[src/rtl/fifo_pkg.sv]
// fifo_pkg
// Shared constants and helpers for the fifo_umbral FIFO and its bench.
//   DEFAULT_DATA_WIDTH    : default word width in bits
//   DEFAULT_ADDRESS_WIDTH : default pointer width in bits
//   depth(aw)             : number of words addressed by an aw-bit pointer
//   count_width(aw)       : width able to hold an occupancy of 0..depth(aw)
package fifo_pkg;

  localparam int DEFAULT_DATA_WIDTH    = 10;
  localparam int DEFAULT_ADDRESS_WIDTH = 8;

  function automatic int depth(input int address_width);
    return 1 << address_width;
  endfunction

  // One extra bit so that a completely full FIFO (count == depth) is representable.
  function automatic int count_width(input int address_width);
    return address_width + 1;
  endfunction

endpackage

[src/rtl/fifo_mem_2p.sv]
// fifo_mem_2p
// Simple dual-port register-file memory with a synchronous write port and a
// registered read port. The storage array is never reset; only the read data
// register is cleared so the FIFO output starts at zero.
// Ports:
//   clk    : clock, rising edge
//   reset  : asynchronous active-high, clears rdata only
//   we     : write enable
//   waddr  : write address
//   wdata  : write data
//   re     : read enable, rdata loads mem[raddr] at the edge
//   raddr  : read address
//   rdata  : registered read data, holds its value when re is low
module fifo_mem_2p
  import fifo_pkg::*;
#(
  parameter int data_width    = DEFAULT_DATA_WIDTH,
  parameter int address_width = DEFAULT_ADDRESS_WIDTH
) (
  input  logic                     clk,
  input  logic                     reset,
  input  logic                     we,
  input  logic [address_width-1:0] waddr,
  input  logic [data_width-1:0]    wdata,
  input  logic                     re,
  input  logic [address_width-1:0] raddr,
  output logic [data_width-1:0]    rdata
);

  logic [data_width-1:0] mem [depth(address_width)];

  // Array has no reset so it maps onto plain register-file storage.
  always_ff @(posedge clk) begin
    if (we) begin
      mem[waddr] <= wdata;
    end
  end

  // Read is read-before-write; the FIFO control never reads and writes the
  // same live entry in one cycle, so the ordering never matters in practice.
  always_ff @(posedge clk or posedge reset) begin
    if (reset) begin
      rdata <= '0;
    end else if (re) begin
      rdata <= mem[raddr];
    end
  end

endmodule

[src/rtl/fifo_umbral.sv]
// fifo_umbral
// Single-clock synchronous FIFO with run-time programmable almost-full and
// almost-empty thresholds, occupancy count, registered read-valid strobe and a
// sticky, clearable overflow/underflow error.
// Ports:
//   clk               : clock, rising edge
//   reset             : asynchronous active-high, clears pointers/count/outputs
//   wr_enable         : write request, accepted unless full
//   rd_enable         : read request, accepted unless empty
//   data_in           : write data
//   umbral_lleno      : almost-full threshold (count >= umbral_lleno)
//   umbral_vacio      : almost-empty threshold (count <= umbral_vacio)
//   err_clear         : synchronous clear of the sticky error
//   data_out          : read data, one cycle after an accepted read
//   valid_out         : data_out holds a freshly read word this cycle
//   full_fifo         : count == DEPTH
//   empty_fifo        : count == 0
//   almost_full_fifo  : count >= umbral_lleno
//   almost_empty_fifo : count <= umbral_vacio
//   count             : occupancy 0..DEPTH
//   error             : sticky, a request was rejected
module fifo_umbral
  import fifo_pkg::*;
#(
  parameter  int data_width    = DEFAULT_DATA_WIDTH,
  parameter  int address_width = DEFAULT_ADDRESS_WIDTH,
  localparam int count_width   = fifo_pkg::count_width(address_width)
) (
  input  logic                   clk,
  input  logic                   reset,
  input  logic                   wr_enable,
  input  logic                   rd_enable,
  input  logic [data_width-1:0]  data_in,
  input  logic [count_width-1:0] umbral_lleno,
  input  logic [count_width-1:0] umbral_vacio,
  input  logic                   err_clear,
  output logic [data_width-1:0]  data_out,
  output logic                   valid_out,
  output logic                   full_fifo,
  output logic                   empty_fifo,
  output logic                   almost_full_fifo,
  output logic                   almost_empty_fifo,
  output logic [count_width-1:0] count,
  output logic                   error
);

  localparam logic [count_width-1:0] DEPTH_COUNT = count_width'(depth(address_width));

  logic [address_width-1:0] wr_ptr;
  logic [address_width-1:0] rd_ptr;
  logic                     wr_acc;
  logic                     rd_acc;

  // Flags come straight from the registered count so they move with it;
  // thresholds above DEPTH naturally pin almost_full low and almost_empty high.
  always_comb begin
    full_fifo         = (count == DEPTH_COUNT);
    empty_fifo        = (count == '0);
    almost_full_fifo  = (count >= umbral_lleno);
    almost_empty_fifo = (count <= umbral_vacio);
    wr_acc            = wr_enable & ~full_fifo;
    rd_acc            = rd_enable & ~empty_fifo;
  end

  // Pointers wrap naturally at address_width bits. A simultaneous write and
  // read on an empty FIFO only takes the write: no bypass path to data_out.
  always_ff @(posedge clk or posedge reset) begin
    if (reset) begin
      wr_ptr    <= '0;
      rd_ptr    <= '0;
      count     <= '0;
      valid_out <= 1'b0;
      error     <= 1'b0;
    end else begin
      if (wr_acc) begin
        wr_ptr <= wr_ptr + 1'b1;
      end
      if (rd_acc) begin
        rd_ptr <= rd_ptr + 1'b1;
      end
      case ({wr_acc, rd_acc})
        2'b10:   count <= count + 1'b1;
        2'b01:   count <= count - 1'b1;
        default: count <= count;
      endcase
      valid_out <= rd_acc;
      // Setting beats clearing when both happen in the same cycle.
      if ((wr_enable & full_fifo) | (rd_enable & empty_fifo)) begin
        error <= 1'b1;
      end else if (err_clear) begin
        error <= 1'b0;
      end
    end
  end

  fifo_mem_2p #(
    .data_width   (data_width),
    .address_width(address_width)
  ) u_mem (
    .clk  (clk),
    .reset(reset),
    .we   (wr_acc),
    .waddr(wr_ptr),
    .wdata(data_in),
    .re   (rd_acc),
    .raddr(rd_ptr),
    .rdata(data_out)
  );

endmodule

[config.mk]
export PLATFORM = sky130hd
export DESIGN_NAME = fifo_umbral
export DESIGN_NICKNAME = d
export VERILOG_FILES = /design/src/rtl/fifo_pkg.sv /design/src/rtl/fifo_mem_2p.sv /design/src/rtl/fifo_umbral.sv
export SDC_FILE = /design/constraint.sdc
export NUM_CORES = 2
export LEC_CHECK = 0
export CAP_MARGIN = 20
export CORE_ASPECT_RATIO = 1.4
export CORE_MARGIN = 2
export CORE_UTILIZATION = 51
export DETAILED_ROUTE_END_ITERATION = 10
export HOLD_SLACK_MARGIN = 0.1
export PLACE_DENSITY = 0.69
export SLEW_MARGIN = 20
export SYNTH_ARGS = -nofsm -noshare
export SYNTH_HDL_FRONTEND = slang
export SYNTH_SLANG_ARGS = --single-unit
export TNS_END_PERCENT = 30
[constraint.sdc]
create_clock -name clk -period 3.6 [get_ports clk]
set_clock_uncertainty 0.2 [all_clocks]
set_input_delay 0.36 -clock clk [delete_from_list [all_inputs] [get_ports clk]]
set_output_delay 0.36 -clock clk [all_outputs]
set_load 0.005 [all_outputs]
==> impl_metrics.py <==
metrics = {
    "run_status": {
        "outcome": "finished, violations left",
        "violations": "negative setup slack",
    },
    "sta": {
        "min_period_over_period": 1.02,
        "maxSlewHeadroom": 0.226,
        "finalMaxSlewViolations": 0,
        "rsz0062_at_grt": "true",
        "setup_violations": 5,
        "post-route-min-period_ns": 3.68,
        "tightestPinTransition_ns": 1.16,
        "hold_viol": 0,
        "final.setup.worst_slack_ns": -0.0845,
        "maxClockFrequency_ghz": 0.271,
    },
    "global_route": {
        "first_global_vias": 51900,
        "grt.total_usage": 0.263,
        "grt_start_max_net_pins": 103,
        "grt_pass1_wl_um": 382000,
        "antenna_found_initial": 9,
        "grt_overflow": 0,
    },
    "cells_and_area": {
        "post-route-cell-area_mm2": 0.116,
        "seqCellArea_mm2": 0.0778,
        "drive_gt1_frac": 0.274,
        "syn_to_final_growth_pct": 14.6,
        "final_cell_mix": "edfxtp_1, mux4_2, buf_4, nor2_1, mux2i_1",
        "multi_input_area_mm2": 0.0220,
        "final_common_cell": "edfxtp_1",
        "nets": 5379,
        "fin_util": 0.588,
        "fillers": 14000,
    },
    "clock_network": {
        "path_clk_slew_ns": 0.07,
        "clock_latency_ns": 0.89,
        "cts-root-buf": "clkbuf_16",
        "htree_num_levels": 4,
        "cts.path.max_buffers": 4,
        "cts_tree": "yes",
        "cts_buffers": 226,
        "cts.sinks": 2597,
    },
    "synthesis": {
        "yosysTopAreaCellShare": 0.759,
        "yosysWarnings": 0,
        "yosysUniqueCellTypes": 69,
        "yosys.area.top_type": "edfxtp_1",
        "synth_seq_cells": 2597,
        "synth-seq-area-share": 0.768,
        "synthCells": 4782,
        "syn-cell-area_mm2": 0.101,
        "syn_avg_cell_area_um2": 21.2,
        "synthArstFlopShare": 0.0142,
        "synth_edf_count": 2560,
        "synthFlopType": "edfxtp_1",
        "synth.area.top_cells": "edfxtp_1, mux4_2, mux2i_1",
        "mappedNetlistNets": 4847,
    },
    "setup_path": {
        "reg2reg_slack_ns": -0.08,
        "ff2ff_path_depth": 9,
        "crit_type": "flip-flop to flip-flop",
        "critPathCaptureType": "flip-flop",
        "cp_max_fo": 15,
        "worstReg2RegStart": "rd_ptr[0]",
        "crit_required_ns": 4.17,
        "worst_ep_arrival_time_ns": 4.26,
        "start_kind": "flip-flop",
        "worstReg2RegEnd": "u_mem.rdata[2]",
    },
    "place": {
        "dp_slack_ns": -0.397,
        "io_buffer_count": 57,
        "dpl_cell_area_mm2": 0.108,
        "routabilityCongestion": 0.882,
        "hpwl_um": 171000,
    },
    "job": {
        "maxCapViolations": 0,
    },
    "route": {
        "wirelength_um": 270000,
        "drcViolationCount": 0,
        "vias": 52200,
        "detail-route-antenna-nets": 0,
        "drt_iter0_markers": 6526,
        "wl_per_cell_um": 33.3,
        "dr.pass1.iters": 8,
        "viasPerCell": 6.41,
    },
    "worst_hold_path": {
        "hold_start": "wr_enable",
        "hold_class": "primary input to flip-flop",
        "min_path_cells": 4,
        "holdPathEnd": "wr_ptr[0]",
    },
    "power": {
        "power_leakage_nw": 37.3,
        "peakVddDrop_uv": 470,
        "p_per_area_mw_per_mm2": 747,
    },
    "floorplan": {
        "die_h_um": 531,
        "core_area_mm2": 0.198,
        "start_util": 0.513,
        "die_area_mm2": 0.202,
        "die_w_um": 381,
        "placementRows": 193,
        "io-pin-count": 58,
    },
}
through the flow:
stage	hold WS (ns)	std cells	total power, mW	TNS [ns]
2_1_floorplan	0.259	4782	50.6	0
3_3_place_gp	0.280	7660	62.0	-1.41
3_5_place_dp	0.312	7662	62.2	-1.38
4_1_cts	0.218	8090	86.1	-0.490
5_1_grt	0.285	8131	89.0	-0.425
6_report	0.257	8131	86.8	-0.178
how the worst max path moves through the flow:
stage / start / end / slack, ns
after floorplan: count[0] / count[8] / 0.04
after global placement: rd_ptr[0] / u_mem.rdata[4] / -0.54
after detailed placement: rd_ptr[0] / u_mem.rdata[8] / -0.40
after CTS: rd_ptr[0] / u_mem.rdata[7] / -0.15
after global routing: rd_ptr[0] / u_mem.rdata[0] / -0.09
final: rd_ptr[0] / u_mem.rdata[2] / -0.08
synthesized netlist by cell type (29+ instances only):
master,instances
nand3_1,30
a21oi_1,96
mux4_2,570
nor3_1,29
nand2_1,105
inv_1,30
a221oi_1,52
mux2i_1,254
clkbuf_1,102
nor2_1,293
edfxtp_1,2560
dfrtp_1,37
o22ai_1,36
o21ai_0,50
buf_2,73
a22o_1,31
ha_1,31
a211oi_1,31
a22oi_1,50
buf_6,46
cell type report:
type | count | share of cell area
flip-flops and latches | 2597 | 0.670
multi-input cells | 1877 | 0.189
clock buffers | 267 | 0.0504
repair buffers | 580 | 0.0491
well taps | 2632 | 0.0284
clock inverters | 145 | 0.0118
inverters | 32 | 0.00104
diodes | 1 | 0.0000215
layer usage:
layer / vias up / part of all wire / global-route usage
met5: - / 0.00030 / 0
met4: 12 / 0.051 / 0.119
met3: 628 / 0.092 / 0.0447
met2: 2976 / 0.50 / 0.440
met1: 27600 / 0.36 / 0.341
li1: 21000 / - / -
registers in the layout, summed over array words and instances, names as in the netlist:
register	flops
count	9
error	1
rd_ptr	8
u_mem.mem	2560
u_mem.rdata	10
valid_out	1
wr_ptr	8
where the power goes:
group          total, mW  switching (mW)  internal [mW]
Clock               24.1            10.7           13.4
Sequential          34.1           0.439           33.7
Combinational       28.5            16.1           12.5
repair_timing:
item                       in CTS  in global routing
setup endpoints to repair      10                 14
hold buffers                   15                  0
hold endpoints to repair      747                  0
cloned                          0                  4
buffers inserted                1                 28
gates resized for setup        18                 42
pin swaps                       3                 11
cells by family after synthesis:
logic type | Yosys count | share of synthesized area
flip-flops | 2597 | 0.768
multiplexers | 834 | 0.153
AND/OR/NAND/NOR | 523 | 0.0218
AO/OA/AOI/OAI | 465 | 0.0324
buffers and inverters | 308 | 0.0185
adder cells (fa/ha/maj) | 32 | 0.00403
XOR/XNOR | 23 | 0.00199
worst max-delay path, stage by stage (launching register included):
cell and delay [ns]:
dfrtp_4 0.52, buf_16 0.21, buf_12 0.20, mux4_2 0.58, a222oi_1 0.74, buf_4 0.22, nor2_1 0.04, nor3_2 0.37
nor3_1 0.18, a211o_1 0.26
No activity file was read; power rests on OpenSTA's default activity.
